==> src/rtl/sad_accumulator_if.sv <==
// Handshake and result bundle between the SAD accumulator and its neighbours.
// The master side feeds pixels and consumes results. The slave side is the accumulator.
interface sad_accumulator_if #(
    parameter int PIX_W = 8
);
    logic               start;
    logic               pix_valid;
    logic [PIX_W-1:0]   cur_pix;
    logic [PIX_W-1:0]   ref_pix;
    logic               busy;
    logic               sad_valid;
    logic signed [31:0] sad_out;
    logic signed [31:0] x_coor;
    logic signed [31:0] y_coor;
    logic               done;

    modport master (
        output start, pix_valid, cur_pix, ref_pix,
        input  busy, sad_valid, sad_out, x_coor, y_coor, done
    );

    modport slave (
        input  start, pix_valid, cur_pix, ref_pix,
        output busy, sad_valid, sad_out, x_coor, y_coor, done
    );
endinterface

==> src/rtl/sad_accumulator.sv <==
// Raster-scan SAD accumulator: one SAD and (x, y) per candidate displacement in the search window.
// Optional macro SAD_PIPE_REG_EN registers |cur - ref| and the pair flags once before the accumulator.
module sad_accumulator #(
    parameter int PIX_W  = 8,
    parameter int BLK_W  = 4,
    parameter int BLK_H  = 4,
    parameter int SRCH_W = 2,
    parameter int SRCH_H = 2
) (
    input logic               Clk,
    input logic               Rst,
    sad_accumulator_if.slave  bus
);

    localparam int N     = BLK_W * BLK_H;
    localparam int CNT_W = $clog2(N + 1);
    localparam int XW    = $clog2(SRCH_W + 1);
    localparam int YW    = $clog2(SRCH_H + 1);

    localparam logic [CNT_W-1:0] CNT_LAST = CNT_W'(N - 1);
    localparam logic [XW-1:0]    X_LAST   = XW'(SRCH_W - 1);
    localparam logic [YW-1:0]    Y_LAST   = YW'(SRCH_H - 1);

    localparam longint MAX_SAD = longint'(N) * ((longint'(1) << PIX_W) - 1);

    if (MAX_SAD > 64'sd2147483647) begin : g_sad_range
        $error("sad_accumulator: worst-case SAD does not fit in 31 bits");
    end

    typedef enum logic [1:0] {
        IDLE  = 2'd0,
        ACCUM = 2'd1,
        DONE  = 2'd2
    } state_t;

    state_t state, state_nxt;

    logic [CNT_W-1:0] cnt;
    logic [XW-1:0]    cand_x;
    logic [YW-1:0]    cand_y;
    logic [31:0]      acc;

    logic             accept;
    logic [PIX_W-1:0] absdiff;
    logic             first_pair;
    logic             last_pair;
    logic             final_pair;

    // Accumulator-side view of a pair; either the live input or a registered copy of it.
    logic             st_vld;
    logic             st_first;
    logic             st_last;
    logic             st_final;
    logic [PIX_W-1:0] st_ad;
    logic [XW-1:0]    st_x;
    logic [YW-1:0]    st_y;

    assign absdiff    = (bus.cur_pix >= bus.ref_pix) ? (bus.cur_pix - bus.ref_pix)
                                                     : (bus.ref_pix - bus.cur_pix);
    assign first_pair = (cnt == '0);
    assign last_pair  = (cnt == CNT_LAST);
    assign final_pair = last_pair && (cand_x == X_LAST) && (cand_y == Y_LAST);

`ifdef SAD_PIPE_REG_EN
    // The final pair may sit in the stage register for a cycle; hold off further input until it retires.
    assign accept = (state == ACCUM) && bus.pix_valid && !(st_vld && st_final);

    always_ff @(posedge Clk) begin
        if (Rst) begin
            st_vld   <= 1'b0;
            st_first <= 1'b0;
            st_last  <= 1'b0;
            st_final <= 1'b0;
            st_ad    <= '0;
            st_x     <= '0;
            st_y     <= '0;
        end else begin
            st_vld <= accept;
            if (accept) begin
                st_first <= first_pair;
                st_last  <= last_pair;
                st_final <= final_pair;
                st_ad    <= absdiff;
                st_x     <= cand_x;
                st_y     <= cand_y;
            end
        end
    end
`else
    assign accept   = (state == ACCUM) && bus.pix_valid;
    assign st_vld   = accept;
    assign st_first = first_pair;
    assign st_last  = last_pair;
    assign st_final = final_pair;
    assign st_ad    = absdiff;
    assign st_x     = cand_x;
    assign st_y     = cand_y;
`endif

    // NOTE: sequential state uses non-blocking assignments so every flop samples pre-edge values.
    always_ff @(posedge Clk) begin
        if (Rst) begin
            state <= IDLE;
        end else begin
            state <= state_nxt;
        end
    end

    // NOTE: the default assignment up front keeps this block free of inferred latches.
    always_comb begin
        state_nxt = state;
        unique case (state)
            IDLE:    if (bus.start) state_nxt = ACCUM;
            ACCUM:   if (st_vld && st_last && st_final) state_nxt = DONE;
            DONE:    state_nxt = IDLE;
            default: state_nxt = IDLE;
        endcase
    end

    always_ff @(posedge Clk) begin
        if (Rst) begin
            cnt    <= '0;
            cand_x <= '0;
            cand_y <= '0;
        end else if ((state == IDLE) && bus.start) begin
            cnt    <= '0;
            cand_x <= '0;
            cand_y <= '0;
        end else if (accept) begin
            if (last_pair) begin
                cnt <= '0;
                if (cand_x == X_LAST) begin
                    cand_x <= '0;
                    cand_y <= (cand_y == Y_LAST) ? '0 : cand_y + 1'b1;
                end else begin
                    cand_x <= cand_x + 1'b1;
                end
            end else begin
                cnt <= cnt + 1'b1;
            end
        end
    end

    // The first pair of a candidate reloads acc, so no clear cycle sits between candidates.
    always_ff @(posedge Clk) begin
        if (Rst) begin
            acc           <= '0;
            bus.sad_out   <= '0;
            bus.x_coor    <= '0;
            bus.y_coor    <= '0;
            bus.sad_valid <= 1'b0;
            bus.done      <= 1'b0;
        end else begin
            bus.sad_valid <= 1'b0;
            bus.done      <= 1'b0;
            if (st_vld) begin
                acc <= st_first ? 32'(st_ad) : acc + 32'(st_ad);
                if (st_last) begin
                    bus.sad_out   <= (st_first ? 32'd0 : acc) + 32'(st_ad);
                    bus.x_coor    <= 32'(st_x);
                    bus.y_coor    <= 32'(st_y);
                    bus.sad_valid <= 1'b1;
                    bus.done      <= st_final;
                end
            end
        end
    end

    assign bus.busy = (state != IDLE);

endmodule

==> src/flat_wrapper.sv <==
// flat-port wrapper written by rule: the top's interface ports become plain ports
module sad_accumulator_flat 
#(
    parameter int PIX_W  = 8,
    parameter int BLK_W  = 4,
    parameter int BLK_H  = 4,
    parameter int SRCH_W = 2,
    parameter int SRCH_H = 2
)
  (Clk, Rst, bus_start, bus_pix_valid, bus_cur_pix, bus_ref_pix, bus_busy, bus_sad_valid, bus_sad_out, bus_x_coor, bus_y_coor, bus_done);
  sad_accumulator_if #(.PIX_W(PIX_W)) bus_i ();
  input logic Clk;
  input logic Rst;
  input wire logic [$bits(bus_i.start)-1:0] bus_start;
  input wire logic [$bits(bus_i.pix_valid)-1:0] bus_pix_valid;
  input wire logic [$bits(bus_i.cur_pix)-1:0] bus_cur_pix;
  input wire logic [$bits(bus_i.ref_pix)-1:0] bus_ref_pix;
  output wire logic [$bits(bus_i.busy)-1:0] bus_busy;
  output wire logic [$bits(bus_i.sad_valid)-1:0] bus_sad_valid;
  output wire logic [$bits(bus_i.sad_out)-1:0] bus_sad_out;
  output wire logic [$bits(bus_i.x_coor)-1:0] bus_x_coor;
  output wire logic [$bits(bus_i.y_coor)-1:0] bus_y_coor;
  output wire logic [$bits(bus_i.done)-1:0] bus_done;
  assign bus_i.start = bus_start;
  assign bus_i.pix_valid = bus_pix_valid;
  assign bus_i.cur_pix = bus_cur_pix;
  assign bus_i.ref_pix = bus_ref_pix;
  assign bus_busy = bus_i.busy;
  assign bus_sad_valid = bus_i.sad_valid;
  assign bus_sad_out = bus_i.sad_out;
  assign bus_x_coor = bus_i.x_coor;
  assign bus_y_coor = bus_i.y_coor;
  assign bus_done = bus_i.done;
  sad_accumulator #(.PIX_W(PIX_W), .BLK_W(BLK_W), .BLK_H(BLK_H), .SRCH_W(SRCH_W), .SRCH_H(SRCH_H)) u_core (.Clk(Clk), .Rst(Rst), .bus(bus_i));
endmodule
==> config.mk <==
export PLATFORM = sky130hd
export DESIGN_NAME = sad_accumulator_flat
export DESIGN_NICKNAME = d
export VERILOG_FILES = /design/src/rtl/sad_accumulator_if.sv /design/src/rtl/sad_accumulator.sv /design/src/flat_wrapper.sv
export SDC_FILE = /design/constraint.sdc
export NUM_CORES = 1
export LEC_CHECK = 0
export ABC_AREA = 1
export CORE_UTILIZATION = 35
export CTS_BUF_LIST = sky130_fd_sc_hd__clkbuf_4
export CTS_CLUSTER_SIZE = 8
export DETAILED_ROUTE_END_ITERATION = 6
export PLACE_DENSITY = 0.55
export SLEW_MARGIN = 20
export SYNTH_ARGS = -nofsm -noshare
export SYNTH_HDL_FRONTEND = slang
export SYNTH_SLANG_ARGS = --single-unit
==> constraint.sdc <==
create_clock -name Clk -period 11 [get_ports Clk]
set_input_delay 2.2 -clock Clk [delete_from_list [all_inputs] [get_ports Clk]]
set_output_delay 2.2 -clock Clk [all_outputs]
set_load 0.01 [all_outputs]
==> impl_results.md, run 1 <==
- Nets: 1106
- Clock Path Buffers: 2
- Port bufs: just under 60
- GRT Resource Usage Total: a little under a fifth
- Final hold viol count: 0
- CP Capture Type: flop
- EDFF count, synth: 0
- Final setup viols: 0
- Util after Layout: between 30% and 40%
- Post-Place Setup Slack: approximately 4.6 ns
- Lkg Pwr: 3.05 nW
- Buffers & Inverters on Critical Path: 4
- Tmin final: approximately 6 ns
- Die extent in y: about 140 µm
- Cell Pwr Density: roughly 90 nW/µm²
- Final clock skew: 0.0244 ns
- Max Slew Vio Count: 0
- Die Footprint: 18800 µm²
- Core area: approximately 18000 µm²
- First-pass GRT wire length: between 20000 and 30000 µm
- Fin cells: between 1000 and 1500
- Seq/Total Area, Yosys: between 20 and 30%
- Worst relative slew slack: between 50% and 60%
- GPL Wtd Cong: between 0.8 and 0.9
- Post-Syn Area: ~6400 µm²
- Top achievable clock speed: approximately 0.17 GHz
- Vias in the first global route: around 5400
- Largest net degree at the start of global routing: 63
- Root buf cell: clkbuf_4
- Filler instances: around 2000
- RSZ-0062 raised after global routing: no
- Die width: about 140 µm
- Max-Cap Viols: 0
- Area share of the largest cell type after synthesis: between 20 and 30%
- CTS tree: yes
- Startpoint Class: primary input
- Via-per-instance ratio: about 4.7
- Syn avg cell area: between 6 and 7 µm²
- Post-CTS Hold Fix Bufs: 0
- Outcome: completed
- DRT Wirelength: approximately 16000 µm
- 1st-pass router iterations: 5
- Worst path slowest cell: clkdlybuf4s50_1
- Synth area leader: dfxtp_1
- Placed Cells: ~1300
- Synth Flop Type: dfxtp_1
- Post-route DRC: 0
- Unique cell type count in the Yosys netlist: 50
- Most numerous cell in the Yosys netlist: nand2_1
- Worst Max-Slew Pin Slew: ~0.74 ns
- Post-DP HPWL: around 12000 µm
- Clk_lat worst skew: about 0.46 ns
- Postcts setup bufs: 0
- Initial core utilization: 35.6%
- Clock sinks: 81
- Row cnt: 49
- Worst-path clk slew: about 0.15 ns
- Final WS setup: about 5.0 ns
- Critical Path Max Stage Delay: 0.48 ns
- H-tree depth: 3
- Gate Count Post-Synth: roughly 1000
- Setup TNS: 0 ns
- Crit path max fanout: 11
- Period utilisation layout: 54.1%
- Register-to-register setup slack: ~7.7 ns
- VDD IR max: 43.9 µV
- Setup CP Type: in -> reg
- CP most frequent cell: nand2_1
- Yosys warns: 0
- Yosys reg bits: 81
- Total global routing overflow: 0
- Synth cell count leaders: nand2_1 (193), inv_1 (151), nor2_1 (136), dfxtp_1 (81)
- Vias after detailed routing: 6033
- Hold Path Class: reg -> reg
- Synth async-reset ratio: 0%
- Synth-to-layout area growth: 11.0%
- Share of cells above drive strength 1: 6.72%
- Ports: about 120
- Initial antenna violation count: 1
- 1st-iter DRT viols: 392
- CP top delay family: simple AND/OR/NAND/NOR gates
- TritonCTS buffer count: 9
- Synth area leaders: dfxtp_1 (25%), nand2_1 (11%), inv_1 (8.9%), nor2_1 (8.0%), buf_4 (7.0%)
- DRT antenna net count: 0
- WL per Instance: between 10 and 15 µm
- Cts repair resizes: 0
- Critical path arrival: 6.31 ns
- Critical path required time: between 10 and 15 ns
-- routing by layer --
metal,routed length [µm],part of all wire (%),GRT usage [%]
met3,985,6.1,3.27
met4,194,1.2,4.70
met1,8260,51,25.9
met5,0,0,0
met2,6790,42,27.3
-- final cells by class --
| class | instances | area [µm²] | area share, % |
|---|---|---|---|
| multi-input cells | 742 | 3870 | 54.5 |
| flip-flops and latches | 81 | 1620 | 22.8 |
| repair buffers | 64 | 626 | 8.80 |
| inverters | 154 | 578 | 8.13 |
| well taps | 229 | 287 | 4.03 |
| clock buffers | 9 | 67.6 | 0.951 |
| clock inverters | 7 | 55.1 | 0.775 |
| diodes | 1 | 2.50 | 0.0352 |
-- final timing paths --
kind / cells after the start / from / endpoint
min: 2 / u_core.cand_y[1] / u_core.cand_y[1]
min reg2reg: 2 / u_core.cand_y[1] / u_core.cand_y[1]
max reg2reg: 19 / u_core.cnt[1] / u_core.bus.sad_out[28]
max: 25 / bus_ref_pix[5] / u_core.acc[19]
-- through the flow --
| stage | area, µm² | power (mW) | hold WS [ns] |
|---|---|---|---|
| after floorplan | 6620 | 0.453 | 0.409 |
| after global placement | 6980 | 0.476 | 0.419 |
| after detailed placement | 6980 | 0.475 | 0.421 |
| after CTS | 7100 | 0.648 | 0.443 |
| after global routing | 7110 | 0.684 | 0.469 |
| final | 7110 | 0.639 | 0.446 |
-- flip-flops by register name (all words and copies together), names as in the netlist --
register,flops
u_core.acc,32
u_core.bus.done,1
u_core.bus.sad_out,32
u_core.bus.sad_valid,1
u_core.bus.x_coor,2
u_core.bus.y_coor,2
u_core.cand_x,2
u_core.cand_y,2
u_core.cnt,5
u_core.state,2
-- cell families after synthesis --
family | Yosys count | synth area share, %
and+or+nand+nor | 494 | 35.2
buffers and inverters | 239 | 17.8
AOI/OAI and AO/OA | 136 | 12.3
DFF | 81 | 25.3
adders and majority gates | 34 | 6.88
xor gates and xnor gates | 18 | 2.46
other | 1 | 0.0586
-- where the power goes --
| part | internal, mW | switching (mW) |
|---|---|---|
| combinational | 0.0563 | 0.116 |
| sequential | 0.296 | 0.00228 |
| clock | 0.0484 | 0.121 |
| total | 0.401 | 0.239 |
-- placed cells by master, fill, tap and decap left out, types with 8 or more instances in the layout --
master / synthesis / final
dfxtp_1: 81 / 81
xor2_1: 14 / 14
nand3_2: 8 / 8
nor3_1: 24 / 24
conb_1: 1 / 60
ha_1: 32 / 32
nand2_1: 193 / 193
nor4_1: 11 / 11
o21ai_0: 46 / 46
nand2_2: 17 / 17
inv_1: 151 / 151
nor2_1: 136 / 135
nand4_1: 16 / 16
nand3_1: 60 / 60
a21oi_1: 52 / 52
clkbuf_4: 0 / 9
o21ai_1: 10 / 10
clkdlybuf4s50_1: 0 / 58
-- worst register-to-register path, stage by stage (launching register included) --
cell	delay (ns)
dfxtp_1	0.36
inv_1	0.08
ha_1	0.13
nand4_1	0.10
buf_4	0.25
inv_2	0.52
nor2_1	0.10
ha_1	0.36
a21oi_1	0.22
nor2_1	0.06
a211oi_1	0.22
nand2_2	0.11
nand2_2	0.08
nand2_4	0.07
nand2_1	0.17
inv_1	0.08
nand3b_1	0.08
nand3_1	0.07
nand2_1	0.08
inv_1	0.03
Note: power is estimated with default switching activity, not from simulation.
==> run 2: changes to the inputs <==
PLACE_DENSITY = 0.57   (was 0.55)
clock period = 4.8 ns   (was 11 ns; I/O delays follow)
==> run 2 against run 1 <==
Effect of this change: first-iteration DRC count shrank 18%; sequential power rose by 130%; routed wire length up 0.39%; total power grew to 2.6 times the previous value; utilization up 1.0 points; clock-buffer cell count is 1 higher; global-route usage about the same; final cell count increased by 1.2%; clock skew is 0.0029 ns higher; critical path depth rose by 1.
==> impl_results.md, run 2 (synthesis gave the netlist of run 1 again) <==
- Port bufs: between 50 and 60
- Lkg Pwr: ~3.2 nW
- Cell Pwr Density: ~220 nW/µm²
- Worst path slowest cell: clkdlybuf4s50_1
- Top flop regs: u_core.acc x32, u_core.bus.sad_out x32, u_core.cnt x5
- Total power: ~1.6 mW
- VDD IR max: approximately 110 µV
- Max Slew Vio Count: 0
- Post-Place Setup Slack: -0.0155 ns
- Row cnt: slightly below 50
- CP most frequent cell: nand2_1
- Tmin final: roughly 4.4 ns
- Vias after detailed routing: 6152
- Area of the multi-input gates: just under 4000 µm²
- Commonest non-fill, non-tap cell in the layout: nand2_1
- Initial core utilization: a little over a third
- Clk_lat worst skew: 0.45 ns
- Startpoint Class: primary input
- Power share of the combinational group: around 26%
- WL per Instance: about 13 µm
- Final clock skew: 0.0273 ns
- Share of cells above drive strength 1: ~8.1%
- Buffers & Inverters on Critical Path: 4
- Outcome: completed
- DRT antenna net count: 0
- Clock Path Buffers: 2
- Final hold viol count: 0
- TritonCTS buffer count: 9
- Synth-to-layout area growth: 13.9%
- Core area: about 18000 µm²
- First-pass GRT wire length: 26900 µm
- Top achievable clock speed: around 0.23 GHz
- Most frequent cells in the layout: nand2_1 (193), inv_1 (151), nor2_1 (135)
- Clock sinks: between 80 and 90
- GRT Resource Usage Total: about 18%
- CTS tree: yes
- Root buf cell: clkbuf_4
- Largest net degree at the start of global routing: 63
- Switching power: approximately 530 µW
- Sequential Power Share: approximately two fifths
- Critical path arrival: around 4.7 ns
- Via-per-instance ratio: between 4 and 5
- Sw frac: around a third
- Post-DP HPWL: 12500 µm
- Clk pwr share: between 30 and 40%
- Postcts setup bufs: 0
- Crit path max fanout: 3
- Die width: 137 µm
- Die extent in y: around 140 µm
- RSZ-0062 raised after global routing: no
- Critical Path Max Stage Delay: between 0.4 and 0.5 ns
- 1st-pass router iterations: 7
- Die Footprint: approximately 19000 µm²
- Final WS setup: ~0.44 ns
- Ports: approximately 120
- Nets: around 1100
- GPL Wtd Cong: about 0.9
- Util after Layout: between 40% and 50%
- Worst-path clk slew: between 0.1 and 0.15 ns
- Setup TNS: 0 ns
- Post-route DRC: 0
- Total global routing overflow: 0
- Hold Path Class: reg -> reg
- CP top delay family: simple AND/OR/NAND/NOR gates
- H-tree depth: 3
- 1st-iter DRT viols: ~320
- Max-Cap Viols: 0
- Int Power: 1.10 mW
- Worst Max-Slew Pin Slew: around 0.8 ns
- Worst relative slew slack: a little under half
- Critical path required time: a little over 5 ns
- Filler instances: approximately 2000
- Final setup viols: 0
- DRT Wirelength: between 15000 and 20000 µm
- Cts repair resizes: 0
- Reg area: roughly 1600 µm²
- Period utilisation layout: roughly nine tenths
- Setup CP Type: in -> reg
- Vias in the first global route: approximately 5500
- Initial antenna violation count: 1
- CP Capture Type: flop
- Post-CTS Hold Fix Bufs: 0
==> run 2: changes by cell type in the layout (fill, tap and decap cells not counted) <==
cell / previous run / this run
clkinv_2: 1 / 0
buf_4: 6 / 23
clkinv_4: 2 / 0
bufinv_16: 0 / 3
inv_6: 2 / 0
clkbuf_4: 9 / 10
==> run 2: path summary, 6_finish.rpt <==
| check | start | endpoint | slack [ns] | depth (start not counted) |
|---|---|---|---|---|
| min | u_core.cand_y[1] | u_core.cand_y[1] | 0.44 | 2 |
| min reg2reg | u_core.cand_y[1] | u_core.cand_y[1] | 0.44 | 2 |
| max reg2reg | u_core.cnt[1] | u_core.bus.sad_out[28] | 1.55 | 19 |
| max | bus_ref_pix[0] | u_core.acc[19] | 0.44 | 26 |
==> run 2: stage by stage <==
step                hold slack (ns)  area (µm²)  cells
finish                        0.435        7290   1303
global route                  0.470        7290   1303
CTS                           0.437        7290   1302
detailed placement            0.418        7110   1287
global placement              0.419        7110   1287
floorplan                     0.409        6620   1062
==> run 2: cell type report <==
class                      count  area share (%)
antenna                        1          0.0343
clock buffer                  10            1.03
clock inverter                 5            1.44
inverter                     154            7.93
multi-input combinational    742            53.1
sequential                    81            22.2
tap                          229            3.93
timing repair buffer          81            10.3
==> run 2: layer usage <==
layer | GRT usage (%) | share of wire (%) | up-vias | wire, µm
li1 | - | - | 3225 | -
met1 | 25.6 | 51 | 2742 | 8350
met2 | 28.2 | 43 | 169 | 6950
met3 | 2.13 | 4.9 | 16 | 803
met4 | 5.25 | 1.2 | 0 | 188
met5 | 0 | 0 | - | 0
==> run 2: worst register-to-register path, cell delays in order (launching register included) <==
cell and delay [ns]:
dfxtp_1 0.36, inv_1 0.08, ha_1 0.14, nand4_1 0.11, buf_4 0.25, inv_2 0.55, nor2_1 0.11, ha_1 0.32
a21oi_1 0.21, nor2_1 0.06, a211oi_1 0.22, nand2_2 0.11, nand2_2 0.09, nand2_4 0.07, nand2_1 0.16, inv_1 0.07
nand3b_1 0.08, nand3_1 0.07, nand2_1 0.08, inv_1 0.03
==> run 2: power by group through the flow <==
stage                     Sequential [mW]  Combinational, mW  Clock (mW)
after floorplan                     0.697              0.342           0
after global placement              0.698              0.419           0
after detailed placement            0.698              0.419           0
after CTS                           0.683              0.422       0.539
after global routing                0.685              0.479       0.567
final                               0.683              0.422       0.525
==> run 3: changes to the inputs <==
--- a/config.mk
+++ b/config.mk
@@ -7,9 +7,10 @@
 export LEC_CHECK = 0
 export ABC_AREA = 1
-export CORE_UTILIZATION = 35
+export ABC_CLOCK_PERIOD_IN_PS = 4800
+export CORE_UTILIZATION = 40
 export CTS_BUF_LIST = sky130_fd_sc_hd__clkbuf_4
 export CTS_CLUSTER_SIZE = 8
 export DETAILED_ROUTE_END_ITERATION = 6
-export PLACE_DENSITY = 0.57
+export PLACE_DENSITY = 0.64
 export SLEW_MARGIN = 20
 export SYNTH_ARGS = -nofsm -noshare
==> constraint.sdc (replaced) <==
create_clock -name Clk -period 4.8 [get_ports Clk]
set_input_delay 0.96 -clock Clk [delete_from_list [all_inputs] [get_ports Clk]]
set_output_delay 0.96 -clock Clk [all_outputs]
set_load 0.1 [all_outputs]
==> run 3 against run 2 <==
Effect of this change: global-route usage is 1.5 points higher; worst setup slack better by 0.021 ns; routed wire length is 4.2% lower; final cell count is 1.5% lower; clock-buffer cell count stayed put; critical path depth stayed put; critical endpoint is now u_core.acc[27].
==> impl_results.md, run 3 (synthesis gave the netlist of run 1 again) <==
- Lkg Pwr: 3.15 nW
- Instance area after placement: roughly 7100 µm²
- Port bufs: between 50 and 60
- H-tree depth: 3
- Placed Cells: 1267
- Commonest non-fill, non-tap cell in the layout: nand2_1
- Top flop regs: u_core.acc x32, u_core.bus.sad_out x32, u_core.cnt x5
- Clk_lat worst skew: 0.45 ns
- First-pass GRT wire length: between 20000 and 30000 µm
- Total global routing overflow: 0
- Hold path start: u_core.cand_y[1]
- Max Slew Vio Count: 0
- CTS tree: yes
- Critical path required time: around 5.1 ns
- Share of cells above drive strength 1: 7.93%
- Setup TNS: 0 ns
- TritonCTS buffer count: 9
- Outcome: completed
- 1st-iter DRT viols: about 330
- Hold Path Sink: u_core.cand_y[1]
- CP Capture Type: flop
- Ports: approximately 120
- DRT antenna net count: 0
- Nets: 1121
- Buffers & Inverters on Critical Path: 6
- Fin area: between 7000 and 8000 µm²
- Critical Path Max Stage Delay: approximately 0.48 ns
- Vias after detailed routing: around 6100
- Power share of the combinational group: around a third
- Die Footprint: around 17000 µm²
- Via-per-instance ratio: 4.75
- Register-to-register setup slack: ~1.7 ns
- Worst path slowest cell: clkdlybuf4s50_1
- Largest net degree at the start of global routing: 63
- Hold Path Class: reg -> reg
- Critical path arrival: about 4.7 ns
- Initial core utilization: between 40 and 50%
- Int Power: 1.10 mW
- DRT Wirelength: 15600 µm
- Worst relative slew slack: between 30% and 40%
- Post-CTS Hold Fix Bufs: 0
- Root buf cell: clkbuf_4
- Initial antenna violation count: 1
- Final hold viol count: 0
- Crit path max fanout: 10
- Max-Cap Viols: 0
- Die width: ~130 µm
- Clk pwr share: between 20 and 30%
- Switching power: just over 700 µW
- Synth-to-layout area growth: 13.4%
- 1st-pass router iterations: 5
- VDD IR max: 131 µV
- Most frequent cells in the layout: nand2_1 (193), inv_1 (151), nor2_1 (134)
- Hold path cells: 2
- Total power: around 1.8 mW
- Worst-path clk slew: 0.12 ns
- Row cnt: 45
- Die extent in y: ~130 µm
- Post-route DRC: 0
- Cts repair resizes: 0
- WL per Instance: between 10 and 15 µm
- Postcts setup bufs: 0
- Vias in the first global route: ~5300
- Core area: ~15000 µm²
- Reg2Reg Depth: 16
- CP top delay family: simple AND/OR/NAND/NOR gates
- Sequential Power Share: between 30% and 40%
- R2r endpoint: u_core.bus.sad_out[15]
- Util after Layout: a little under half
- Fin cells: between 1000 and 1500
- Period utilisation layout: 90.3%
- Filler instances: ~1600
- Post-DP HPWL: 12300 µm
- RR Startpoint: u_core.cnt[0]
- Final setup viols: 0
- Startpoint Class: primary input
- Worst Max-Slew Pin Slew: about 0.98 ns
- Clock sinks: 81
- Tmin final: 4.33 ns
- Setup CP Type: in -> reg
- Top achievable clock speed: 0.231 GHz
- GRT Resource Usage Total: roughly a fifth
- RSZ-0062 raised after global routing: no
- Cell Pwr Density: ~250 nW/µm²
- Final clock skew: 0.0248 ns
- Sw frac: between 30% and 40%
- Clock Path Buffers: 2
- GPL Wtd Cong: 0.942
-- run 3: cell types whose count changed in the layout (fill, tap and decap cells not counted) --
cell / delta
clkinvlp_4: -2
buf_4: -2
clkinv_1: +2
clkinv_4: +1
nor2_2: +1
nor2_1: -1
-- run 3: worst max-delay path by stage --
stage | startpoint | slack, ns | cells after the start | end
6_report | bus_ref_pix[5] | 0.47 | 26 | u_core.acc[27]
5_1_grt | bus_cur_pix[0] | 0.006 | 29 | u_core.acc[31]
3_5_place_dp | bus_ref_pix[5] | 0.02 | 26 | u_core.acc[19]
3_3_place_gp | bus_ref_pix[0] | 0.09 | 27 | u_core.bus.sad_out[28]
2_1_floorplan | bus_cur_pix[0] | 0.53 | 27 | u_core.acc[19]
4_1_cts | bus_ref_pix[5] | 0.50 | 26 | u_core.acc[19]
-- run 3: worst min-delay path, stage by stage (launching register included) --
cell and delay [ns]:
dfxtp_1 0.33, inv_1 0.05, nor2_1 0.03
-- run 3: per-stage QoR --
stage / setup WS [ns] / hold WS (ns)
after floorplan: 0.530 / 0.409
after global placement: 0.0919 / 0.418
after detailed placement: 0.0165 / 0.422
after CTS: 0.504 / 0.441
after global routing: 0.00633 / 0.483
final: 0.466 / 0.441
-- run 3: cell type report --
class / count / area [µm²] / share of cell area (%)
Tap cell: 211 / 264 / 3.64
Inverter: 154 / 578 / 7.96
Clock inverter: 6 / 106 / 1.47
Sequential cell: 81 / 1620 / 22.3
Multi-Input combinational cell: 742 / 3870 / 53.4
Antenna cell: 1 / 2.50 / 0.0345
Clock buffer: 10 / 75.1 / 1.03
Timing Repair Buffer: 79 / 738 / 10.2
-- run 3: power by group through the flow --
stage / clock network (mW) / registers, mW / logic (mW)
5_1_grt: 0.555 / 0.685 / 0.659
3_5_place_dp: 0 / 0.698 / 0.600
4_1_cts: 0.533 / 0.683 / 0.604
3_3_place_gp: 0 / 0.698 / 0.601
6_report: 0.516 / 0.684 / 0.605
2_1_floorplan: 0 / 0.697 / 0.531
-- run 3: per-layer routing --
metal	share of wire, %	track usage (%)	routed length [µm]	vias to the layer above
met3	5.7	2.62	896	18
met5	0	0	0	-
met2	43	30.3	6710	183
li1	-	-	-	3223
met4	1.5	5.47	237	0
met1	50	28.1	7760	2671
